File: src/rtl/traffic_pkg.sv
// -----------------------------------------------------------------------------
// traffic_pkg
// Shared definitions for the crossing controller and pedestrian_signal:
//   - tsc_state_e : controller state encoding (also exported on state_o)
//   - *_DEF       : default phase durations in clock cycles
//   - last_cycle(): counter value of the final cycle of a phase of given length
// -----------------------------------------------------------------------------
package traffic_pkg;

    localparam int PHASE_W = 16;

    typedef enum logic [2:0] {
        GREEN   = 3'd0,
        YELLOW  = 3'd1,
        ALL_RED = 3'd2,
        WALK    = 3'd3,
        CLEAR   = 3'd4
    } tsc_state_e;

    // Default durations; every duration must be 1..65535 (zero is illegal).
    localparam logic [PHASE_W-1:0] GREEN_MIN_DEF = 16'd400;
    localparam logic [PHASE_W-1:0] YELLOW_T_DEF  = 16'd60;
    localparam logic [PHASE_W-1:0] ALLRED_T_DEF  = 16'd20;
    localparam logic [PHASE_W-1:0] WALK_MAX_DEF  = 16'd1000;

    // The phase counter is 0 on the first cycle of a phase, so a phase of
    // length dur ends on the cycle where the counter equals dur-1.
    function automatic logic [PHASE_W-1:0] last_cycle(input logic [PHASE_W-1:0] dur);
        return dur - 16'd1;
    endfunction

endpackage

File: src/rtl/ped_request_latch.sv
// -----------------------------------------------------------------------------
// ped_request_latch
// Registered crossing-request flag.
//   clk     : clock, rising edge
//   rst_n   : asynchronous active-low reset, clears pending
//   set     : raise pending at the next edge
//   clear   : drop pending at the next edge (wins over set)
//   pending : registered request flag
// -----------------------------------------------------------------------------
module ped_request_latch (
    input  logic clk,
    input  logic rst_n,
    input  logic set,
    input  logic clear,
    output logic pending
);

    logic pending_reg;

    // Clear has priority: a request arriving on the very edge the crossing
    // starts is already being served by that crossing.
    always_ff @(posedge clk or negedge rst_n) begin
        if (!rst_n) begin
            pending_reg <= 1'b0;
        end else if (clear) begin
            pending_reg <= 1'b0;
        end else if (set) begin
            pending_reg <= 1'b1;
        end
    end

    assign pending = pending_reg;

endmodule

File: src/rtl/traffic_signal_controller.sv
// -----------------------------------------------------------------------------
// traffic_signal_controller
// Vehicle / pedestrian crossing sequencer:
//   GREEN -> YELLOW -> ALL_RED -> WALK -> CLEAR -> GREEN
// GREEN is left only once a crossing request is pending and the minimum green
// time has elapsed. WALK ends on ped_done or, failing that, on a timeout that
// sets the sticky ped_fault flag.
// Parameters (cycles, each 1..65535):
//   GREEN_MIN, YELLOW_T, ALLRED_T (used before and after WALK), WALK_MAX
// Ports:
//   clk        : clock, rising edge
//   rst_n      : asynchronous active-low reset
//   ped_button : crossing request, any pulse width
//   ped_done   : one-cycle pulse, crossing finished (only observed in WALK)
//   walk_grant : pedestrian_signal may show WALK
//   car_green / car_yellow / car_red : vehicle lamps, exactly one high
//   ped_fault  : sticky, a WALK phase ended by timeout (cleared by reset only)
//   state_o    : current state encoding, debug
// -----------------------------------------------------------------------------
module traffic_signal_controller
    import traffic_pkg::*;
#(
    parameter logic [15:0] GREEN_MIN = GREEN_MIN_DEF,
    parameter logic [15:0] YELLOW_T  = YELLOW_T_DEF,
    parameter logic [15:0] ALLRED_T  = ALLRED_T_DEF,
    parameter logic [15:0] WALK_MAX  = WALK_MAX_DEF
) (
    input  logic       clk,
    input  logic       rst_n,
    input  logic       ped_button,
    input  logic       ped_done,
    output logic       walk_grant,
    output logic       car_green,
    output logic       car_yellow,
    output logic       car_red,
    output logic       ped_fault,
    output logic [2:0] state_o
);

    tsc_state_e         state_reg;
    tsc_state_e         state_next;
    logic [PHASE_W-1:0] phase_cnt_reg;
    logic [PHASE_W-1:0] phase_cnt_next;
    logic               ped_fault_reg;
    logic               fault_set;
    logic               pending;
    logic               req_set;
    logic               req_clear;

    // -------------------------------------------------------------------------
    // Request latch: requests are ignored while the crossing is in progress
    // and consumed on entry to WALK.
    // -------------------------------------------------------------------------
    assign req_set   = ped_button && (state_reg != WALK);
    assign req_clear = (state_reg != WALK) && (state_next == WALK);

    ped_request_latch u_req (
        .clk     (clk),
        .rst_n   (rst_n),
        .set     (req_set),
        .clear   (req_clear),
        .pending (pending)
    );

    // -------------------------------------------------------------------------
    // State, phase counter and fault flag registers
    // -------------------------------------------------------------------------
    always_ff @(posedge clk or negedge rst_n) begin
        if (!rst_n) begin
            state_reg     <= GREEN;
            phase_cnt_reg <= '0;
            ped_fault_reg <= 1'b0;
        end else begin
            state_reg     <= state_next;
            phase_cnt_reg <= phase_cnt_next;
            if (fault_set) begin
                ped_fault_reg <= 1'b1;
            end
        end
    end

    // -------------------------------------------------------------------------
    // Next-state logic
    // -------------------------------------------------------------------------
    always_comb begin
        state_next = state_reg;
        fault_set  = 1'b0;
        case (state_reg)
            GREEN: begin
                if (pending && (phase_cnt_reg >= last_cycle(GREEN_MIN))) begin
                    state_next = YELLOW;
                end
            end
            YELLOW: begin
                if (phase_cnt_reg == last_cycle(YELLOW_T)) begin
                    state_next = ALL_RED;
                end
            end
            ALL_RED: begin
                if (phase_cnt_reg == last_cycle(ALLRED_T)) begin
                    state_next = WALK;
                end
            end
            WALK: begin
                // ped_done takes precedence over a coincident timeout, so the
                // fault flag is only raised when the crossing truly overran.
                if (ped_done) begin
                    state_next = CLEAR;
                end else if (phase_cnt_reg == last_cycle(WALK_MAX)) begin
                    state_next = CLEAR;
                    fault_set  = 1'b1;
                end
            end
            CLEAR: begin
                if (phase_cnt_reg == last_cycle(ALLRED_T)) begin
                    state_next = GREEN;
                end
            end
            default: begin
                state_next = GREEN;
            end
        endcase
    end

    // Counter restarts on every state change. It saturates instead of wrapping
    // so that a very long idle GREEN still satisfies the minimum-green test.
    always_comb begin
        phase_cnt_next = phase_cnt_reg;
        if (state_next != state_reg) begin
            phase_cnt_next = '0;
        end else if (phase_cnt_reg != {PHASE_W{1'b1}}) begin
            phase_cnt_next = phase_cnt_reg + 16'd1;
        end
    end

    // -------------------------------------------------------------------------
    // Moore outputs, decoded straight from the state register so that reset
    // forces them immediately. car_red is the complement of the other two
    // lamps, keeping exactly one lamp lit even for unused encodings.
    // -------------------------------------------------------------------------
    assign car_green  = (state_reg == GREEN);
    assign car_yellow = (state_reg == YELLOW);
    assign car_red    = !(car_green || car_yellow);
    assign walk_grant = (state_reg == WALK);
    assign ped_fault  = ped_fault_reg;
    assign state_o    = state_reg;

endmodule

File: config.mk
export PLATFORM = sky130hd
export DESIGN_NAME = traffic_signal_controller
export DESIGN_NICKNAME = d
export VERILOG_FILES = /design/src/rtl/traffic_pkg.sv /design/src/rtl/ped_request_latch.sv /design/src/rtl/traffic_signal_controller.sv
export SDC_FILE = /design/constraint.sdc
export NUM_CORES = 1
export LEC_CHECK = 0
export ABC_AREA = 0
export CELL_PAD_IN_SITES_DETAIL_PLACEMENT = 0
export CELL_PAD_IN_SITES_GLOBAL_PLACEMENT = 2
export CORE_UTILIZATION = 33
export CTS_BUF_LIST = sky130_fd_sc_hd__clkbuf_2 sky130_fd_sc_hd__clkbuf_4 sky130_fd_sc_hd__clkbuf_8
export DETAILED_ROUTE_END_ITERATION = 7
export DONT_BUFFER_PORTS = 1
export PLACE_DENSITY_LB_ADDON = 0.1
export SLEW_MARGIN = 20
export SYNTH_ARGS = -nofsm -noshare
export SYNTH_HDL_FRONTEND = slang
export SYNTH_SLANG_ARGS = --single-unit
File: constraint.sdc
create_clock -name clk -period 2.8 [get_ports clk]
set_input_delay 0.28 -clock clk [delete_from_list [all_inputs] [get_ports clk]]
set_output_delay 0.28 -clock clk [all_outputs]
set_load 0.05 [all_outputs]
Word-level counts from Yosys, hierarchy flattened
Index checks and enable logic that the tools add are counted.
{ "word_totals": {"register_bits": 21, "in_bits": 4, "out_inout_bits": 8, "word_cells": 39} }
{ "op_classes": {"n_addsub": 1, "n_lt_le_gt_ge": 1, "eq_ne": 11, "muxes": 14, "reduce_logical": 8} }
{ "op_table": {"columns": ["op", "count"], "rows": [
  ["$mux 16", 2],
  ["$mux 3", 6],
  ["$add 16x1->16 const B", 1],
  ["$eq 16x10->1 const B", 1],
  ["$eq 16x5->1 const B", 1],
  ["$eq 16x6->1 const B", 1],
  ["$ge 16x9->1 const B", 1],
  ["$ne 16x16->1 const B", 1],
  ["$pmux 3 s5", 1],
  ["$eq 3x2->1 const B", 3],
  ["$mux 1", 5],
  ["$reduce_bool 2->1", 2],
  ["$eq 3x1->1 const B", 1],
  ["$eq 3x3->1 const B", 1],
  ["$logic_and 1x1->1", 3],
  ["$logic_not 3->1", 1],
  ["$ne 3x2->1 const B", 1],
  ["$ne 3x3->1", 1],
  ["$logic_not 1->1", 1],
  ["$logic_or 1x1->1", 1]
]} }

Depth between registers and ports, before layout
Gate-level depths: netlist of run 1.
{ "logic_depth": {"word_depth": 7, "ltp_mapped": 7, "ltp_nobuf": 6} }

Cells and area by module
A second synthesis of run 1 with hierarchy kept.
{ "hier_totals": {"hier_cells": 138, "area_unflattened_um2": 1406.3} }
{ "by_module_without_submodules": {"columns": ["mod", "instances", "cells_per_inst", "area_each_um2", "seq_area_each_um2"], "rows": [
  ["traffic_signal_controller", 1, 136, 1371.3, 500.5],
  ["ped_request_latch", 1, 2, 35.0, 25.0]
]} }

Worst setup path before layout of run 1
OpenSTA, ideal clock, no wires.
{ "synth_timing": {"path_kind": "register to register", "from": "register state_reg[0] (netlist: state_o[0])", "to": "register phase_cnt_reg[2]", "setup_ps": 125, "t_arrival_ps": 2714, "required_ps": 2675, "setup_slack_ps": -39, "path_stages_with_launch": 6, "path_buffers": 0, "period_less_slack_ps": 2839, "path_cell_list": "dfrtp_1 inv_1 nor3_1 nand2_1 o311a_4 a2111oi_0"} }
{ "synth_via": {"elab_cells_between_ends": 15, "cone_classes": "5 x eq/ne; 8 x mux; 2 x reduce/logical"} }
{ "synth_lines": {"columns": ["item", "line", "text"], "rows": [
  ["start: declaration", "traffic_signal_controller.sv:40", "tsc_state_e state_reg;"],
  ["start signal: assignment", "traffic_signal_controller.sv:74", "state_reg <= state_next;"],
  ["$eq 3x1->1 (*)", null, null],
  ["via car_yellow", "traffic_signal_controller.sv:34", "output logic car_yellow,"],
  ["$pmux 3 s5 (*)", "traffic_signal_controller.sv:88", "case (state_reg)"],
  ["$ne 3x3->1 (*)", "traffic_signal_controller.sv:129", "if (state_next != state_reg) begin"],
  ["$mux 16 or $reduce_bool 2->1 (tied branches)", null, null],
  ["end signal: assignment", "traffic_signal_controller.sv:75", "phase_cnt_reg <= phase_cnt_next;"],
  ["end: declaration", "traffic_signal_controller.sv:42", "logic [PHASE_W-1:0] phase_cnt_reg;"]
]} }
Mark *: on every way through the listed nets, which the timed path passes. The rest lies on a longest branch.
A chain may end at the register's enable or synchronous reset.

Worst setup path after layout of run 1
{ "layout_timing": {"from": "register phase_cnt_reg[10]", "to": "register phase_cnt_reg[2]"} }
{ "layout_via": {"elab_chain_len": 6, "elab_cells_between_ends": 16, "cone_classes": "1 x order compare; 5 x eq/ne; 8 x mux; 2 x reduce/logical"} }
{ "layout_lines": {"columns": ["item", "line"], "rows": [
  ["$ge 16x9->1 or $eq 16x10->1 (tied branches)", "traffic_signal_controller.sv:90, traffic_signal_controller.sv:109"],
  ["$logic_and 1x1->1 or $mux 3 (tied branches)", "traffic_signal_controller.sv:90, traffic_signal_controller.sv:109"],
  ["$mux 3 (on tied branches)", "traffic_signal_controller.sv:90, traffic_signal_controller.sv:107"],
  ["$pmux 3 s5", "traffic_signal_controller.sv:88"],
  ["$ne 3x3->1", "traffic_signal_controller.sv:129"],
  ["$mux 16 or $reduce_bool 2->1 (tied branches)", null]
]} }
Several ways; a longest one is shown, not always the timed one.

==> results.md, run 1 <==
* Worst slew pin tran at 0.7327 ns
* CTS H-tree depth at 1
* Remaining global-route overflow at 0
* Most frequent cells in the layout: 21 x dfrtp_1, 19 x nor3_1, 11 x xnor2_1
* P_leak at 0.6352 nW
* Post-route ant nets at 0
* Max reg flops at 16
* Buffers on Ports at 0
* Post-DP HPWL at 2380 um
* First-pass GRT wire length at 5692 um
* Detailed Routing Iterations Pass 1 at 4
* Largest cells by area after synthesis: dfrtp_1 39%, nor3_1 7.5%, xnor2_1 7.2%
* Critical Path Start: phase_cnt_reg[10]
* Post-synthesis instance area at 1343 sq um
* Power per cell area at 350.2 nW/um^2
* Maximum clock rate at 408.4 MHz
* Syn_nets at 150
* Register area share after synthesis at 0.3914
* Worst-Skew Late Latency at 0.26 ns
* R2R depth at 5
* WL final at 3270 um
* Post-route minimum period at 2.448 ns
* Resized Gates After CTS at 0
* Status: finished clean
* Post-DR wirelength/cell at 16.43 um
* Post-synth top area share at 0.3914
* Cell variety after synth at 40
* R2R setup slack at 0.35 ns
* Ports at 12
* Final Hold Fails at 0
* Layout area overhead at 9.878%
* Reg clk slew, reported paths at 0.08 ns
* Capture point of the worst reg-to-reg path: phase_cnt_reg[2]
* Number of global-route vias before repair at 1122
* Instance count of the mapped netlist at 145
* Cell area after layout at 1475 sq um
* FF+latch count, synth at 21
* N_diodes at 0
* Row count at 22
* Horiz. Die Dim at 65.79 um
* Initial antenna violation count at 0
* Clock sink count at 21
* Initial Util at 0.3560
* Worst EP arrival at 2.59 ns
* Synth area leader: dfrtp_1
* WP data required at 2.94 ns
* Peak VDD IR at 189.3 uV
* Vias per cell at 5.693
* Area after DPL at 1414 sq um
* CTS max path bufs at 2
* Iter 0 DRT Violations at 72
* Total GRT Usage at 0.1727
* Nets@finish at 157
* Commonest non-fill, non-tap cell in the layout: dfrtp_1
* Crit path launch type: register
* Die area at 4328 sq um
* CTS tree: done
* CTS Buf Count at 3
* Max Transition Viols Final at 0
* Worst Setup End Kind: register
* Die Y at 65.79 um
* Clock Skew at 0.002627 ns
* Post-route setup TNS at 0 ns
* Vias at 1133
* Synth Area per Inst at 9.259 sq um
* Slew headroom at 0.5053
* Final setup viols at 0
* DRC viols at 0
* Critical R2R Launch: phase_cnt_reg[10]
* Yosys warns at 0
* CP endpoint: phase_cnt_reg[2]
* Largest net degree at the start of global routing at 22
* Hold Crit Class: input pin to register
* Final worst-path cycle share at 0.8744
* Critical path class: register to register
* Max FO, Critical Path at 16
* Number of max-cap violations at 0
* RSZ-0062 raised after global routing: false
* Root buffer cell: clkbuf_8
* Final Wtd Congestion at 0.8307
* Share of cells above drive strength 1 at 0.1258
* Core area at 3771 sq um
cell type report:
type                            instances  area [sq um]
Timing Repair Buffer                   11         82.58
Clock inverter                          1         5.005
Multi-Input combinational cell        111         745.7
Tap cell                               48         60.06
Sequential cell                        21         525.5
Inverter                                4         15.01
Fill cell                             382          2296
Clock buffer                            3         41.29
report_power, final:
group	internal [W]	total (W)	leakage [nW]	switching [W]
logic	0.00000165	0.00000829	0.331	0.00000664
clock network	0.0000993	0.000205	0.0255	0.000106
registers	0.000303	0.000303	0.278	0.0000000000000000000563
total	0.000404	0.000517	0.635	0.000113
how the worst min path moves through the flow:
stage,from,endpoint,slack (ns),depth (start not counted)
3_5_place_dp,rst_n,phase_cnt_reg[0],-0.01,0
4_1_cts,ped_button,u_req.pending,0.21,2
2_1_floorplan,rst_n,ped_fault,-0.02,0
5_1_grt,ped_button,u_req.pending,0.21,2
6_report,ped_button,u_req.pending,0.20,2
3_3_place_gp,rst_n,phase_cnt_reg[0],-0.01,0
Yosys cell counts:
cell       instances
nor4b_1            1
nand2_1           10
nor3_2             1
o21ai_0            3
o22ai_1            1
inv_1              4
and3_1             1
o211ai_1           1
and4b_1            1
buf_6              1
clkbuf_4           1
and2_1             1
buf_2              4
xor2_1             2
o31ai_4            1
nand3_1            8
nand3b_1           2
o311ai_0           1
nand4_1            5
a21oi_1            5
dfrtp_1           21
clkbuf_1           2
a21o_1             1
o32a_1             1
nor3_1            20
ha_1               1
buf_8              1
a2111oi_0          4
and4_1             3
xnor2_1           11
a211o_2            1
or4b_1             3
nor4_1             3
nor2_1             9
o311a_4            1
o211a_1            2
or3_1              2
a211oi_1           3
mux2i_1            1
or4_1              1
worst max-delay path, stage by stage, from the launching register on:
cell	delay [ns]
dfrtp_1	0.44
nor4_1	0.61
nand2_1	0.22
o211a_1	0.28
o311a_4	0.40
a2111oi_0	0.35
repair_timing:
item,in CTS,in global routing
buffers inserted,0,0
hold buffers,1,1
hold endpoints to repair,21,10
cells by family (layout without fill, tap and decap cells):
| group | count (synthesis) | in the layout | share of synthesized area |
|---|---|---|---|
| buffers and inverters | 13 | 19 | 0.05685 |
| xor gates and xnor gates | 13 | 13 | 0.08481 |
| and+or+nand+nor | 71 | 71 | 0.2936 |
| DFF | 21 | 21 | 0.3914 |
| AOI/OAI and AO/OA | 25 | 25 | 0.1566 |
| muxes | 1 | 1 | 0.007456 |
| adders and majority gates | 1 | 1 | 0.009318 |
stage by stage:
| step | power [W] | instances | setup slack [ns] | utilization | hold WS (ns) |
|---|---|---|---|---|---|
| 2_1_floorplan | 0.0003095 | 145 | 0.4435 | - | -0.01559 |
| 3_3_place_gp | 0.0003096 | 193 | 0.4585 | 0.3749 | -0.01493 |
| 4_1_cts | 0.0005243 | 198 | 0.4048 | 0.3898 | 0.2089 |
| 5_1_grt | 0.0005407 | 199 | 0.1297 | 0.3912 | 0.2074 |
| 6_report | 0.0005167 | 199 | 0.3517 | 0.3912 | 0.2006 |
| 3_5_place_dp | 0.0003096 | 193 | 0.4278 | 0.3749 | -0.01494 |
layer usage:
metal	routed length (um)	GRT usage	part of all wire	up-vias
li1	-	-	-	562
met1	1643	0.2390	0.50	552
met2	1497	0.2768	0.46	15
met3	89	0.02069	0.027	4
met4	40	0.05707	0.012	0
met5	0	0	0	-
No activity file was read; power rests on OpenSTA's default activity.
==> run 2, diff against run 1 <==
--- a/config.mk
+++ b/config.mk
@@ -12,7 +12,8 @@
 export CTS_BUF_LIST = sky130_fd_sc_hd__clkbuf_2 sky130_fd_sc_hd__clkbuf_4 sky130_fd_sc_hd__clkbuf_8
 export DETAILED_ROUTE_END_ITERATION = 7
 export DONT_BUFFER_PORTS = 1
-export PLACE_DENSITY_LB_ADDON = 0.1
+export GPL_ROUTABILITY_DRIVEN = 1
+export PLACE_DENSITY = 0.67
 export SLEW_MARGIN = 20
 export SYNTH_ARGS = -nofsm -noshare
 export SYNTH_HDL_FRONTEND = slang
==> constraint.sdc (replaced) <==
create_clock -name clk -period 3.1 [get_ports clk]
set_input_delay 0.31 -clock clk [delete_from_list [all_inputs] [get_ports clk]]
set_output_delay 0.31 -clock clk [all_outputs]
set_load 0.05 [all_outputs]
==> results.md, run 2 (synthesis gave the netlist of run 1 again) <==
* Status: finished clean
* Detailed Routing Iterations Pass 1 at 4 (unchanged)
* Power per cell area at 319.2 nW/um^2 (-8.9%)
* RSZ-0062 raised after global routing: false
* Post-DR wirelength/cell at 16.92 um (+3.0%)
* Largest net degree at the start of global routing at 22 (unchanged)
* Initial Util at 0.3560 (unchanged)
* Maximum clock rate at 384.4 MHz (-5.9%)
* CTS H-tree depth at 1 (unchanged)
* Worst Setup End Kind: register
* R2R setup slack at 0.50 ns (+0.15 ns)
* Number of max-cap violations at 0 (unchanged)
* Root buffer cell: clkbuf_8
* Buffers on Ports at 0 (unchanged)
* Max Transition Viols Final at 0 (unchanged)
* Post-DP HPWL at 2407 um (+1.1%)
* Iter 0 DRT Violations at 48 (-33%)
* Core area at 3771 sq um (unchanged)
* Cell Count, Final, Fillers Out at 198 (-0.50%)
* Post-route setup TNS at 0 ns (unchanged)
* Top sig layer: met4
* Most frequent cells in the layout: 21 x dfrtp_1, 19 x nor3_1, 11 x xnor2_1
* Critical path class: register to register
* Hold Crit Class: input pin to async pin
* Row count at 22 (unchanged)
* Number of global-route vias before repair at 1174 (+4.6%)
* Metal2 WL at 1602 um (+7.0%)
* Ports at 12 (unchanged)
* Max FO, Critical Path at 16 (unchanged)
* Share of cells above drive strength 1 at 0.1267 (+0.0008389)
* Postcts setup bufs at 0 (unchanged)
* Final worst-path cycle share at 0.8393 (-0.03514)
* Clock sink count at 21 (unchanged)
* DRC viols at 0 (unchanged)
* Remaining global-route overflow at 0 (unchanged)
* WL final at 3351 um (+2.5%)
* Die area at 4328 sq um (unchanged)
* Max reg flops at 16 (unchanged)
* Worst slew pin tran at 0.7596 ns (+0.02692 ns)
* Post-route ant nets at 0 (unchanged)
* CTS tree: done
* Slew headroom at 0.4872 (-0.01818)
* WP data required at 3.21 ns (+0.27 ns)
* Final setup viols at 0 (unchanged)
* WL met1 at 1585 um (-3.5%)
* Total GRT Usage at 0.1795 (+0.006755)
* CTS max path bufs at 2 (unchanged)
* Post-route minimum period at 2.602 ns (+0.1534 ns)
* Vias per cell at 5.838 (+2.5%)
* Nets@finish at 156 (-0.64%)
* Worst EP arrival at 2.71 ns (+0.12 ns)
* Hold_buf cts at 1 (unchanged)
* Clock Skew at 0.002710 ns (+0.00008307 ns)
* Final Hold Fails at 0 (unchanged)
* Worst-Skew Late Latency at 0.25 ns (about the same)
* Peak VDD IR at 119.1 uV (-37%)
* P_leak at 0.6317 nW (-0.55%)
* Reg clk slew, reported paths at 0.08 ns (about the same)
* Final Wtd Congestion at 0.7473 (-10%)
* Routed met3 length at 140 um (+57%)
* Crit path launch type: register
* First-pass GRT wire length at 5913 um (+3.9%)
* DP Cell Count at 193 (unchanged)
* Horiz. Die Dim at 65.79 um (unchanged)
* Layout area overhead at 9.320%
* Die Y at 65.79 um (unchanged)
* Initial antenna violation count at 0 (unchanged)
* Resized Gates After CTS at 0 (unchanged)
* N_diodes at 0 (unchanged)
* Vias at 1156 (+2.0%)
* Commonest non-fill, non-tap cell in the layout: dfrtp_1
* CTS Buf Count at 3 (unchanged)
==> run 2: changes by cell type in the layout (fill, tap and decap cells not counted) <==
cell,change
clkbuf_4,+1
clkinv_2,-1
dlygate4sd3_1,-1
==> run 2: metal layers <==
layer | GRT usage | vias up
li1 | - | 560
met5 | 0 | -
met2 | 0.2781 | 26
met4 | 0.04891 | 0
met3 | 0.02241 | 2
met1 | 0.2597 | 568
==> run 2: layout make-up <==
cell class / instances / area (sq um)
fill: 374 / 2303
multi-input combinational: 111 / 745.7
sequential: 21 / 525.5
timing repair buffer: 10 / 72.57
tap: 48 / 60.06
clock buffer: 4 / 48.80
inverter: 4 / 15.01
==> run 2: final timing paths <==
kind / start / endpoint / depth (start not counted)
max in group asynchronous: rst_n / phase_cnt_reg[10] / 1
max reg2reg: phase_cnt_reg[0] / phase_cnt_reg[2] / 6
min in group clk: ped_button / u_req.pending / 2
min reg2reg: u_req.pending / u_req.pending / 2
min: rst_n / phase_cnt_reg[0] / 1
max: phase_cnt_reg[0] / phase_cnt_reg[2] / 6
==> run 2: worst max-delay path, cell delays in order (launching register included) <==
cell	delay [ns]
dfrtp_1	0.41
ha_1	0.26
or4b_1	0.52
nor4_1	0.42
o32a_1	0.21
o211a_1	0.50
a2111oi_0	0.14
==> run 2: metrics by stage <==
| stage | instance area [sq um] | utilization | total power [W] | worst slack (ns) | hold WS, ns |
|---|---|---|---|---|---|
| 3_5_place_dp | 1414 | 0.3749 | 0.0002796 | 0.4960 | 0.01512 |
| 5_1_grt | 1468 | 0.3892 | 0.0004969 | 0.2020 | 0.04076 |
| 6_report | 1468 | 0.3892 | 0.0004685 | 0.4983 | 0.01301 |
| 4_1_cts | 1473 | 0.3905 | 0.0004829 | 0.4587 | 0.2141 |
| 2_1_floorplan | 1343 | - | 0.0002795 | 0.2609 | 0.01441 |
| 3_3_place_gp | 1414 | 0.3749 | 0.0002796 | 0.4554 | 0.01506 |
==> run 2: report_power, final <==
group                      switching, W   total [W]  internal (W)
clock                         0.0000884    0.000189      0.000100
sequential     0.0000000000000000000387    0.000274      0.000274
combinational                0.00000567  0.00000632   0.000000657
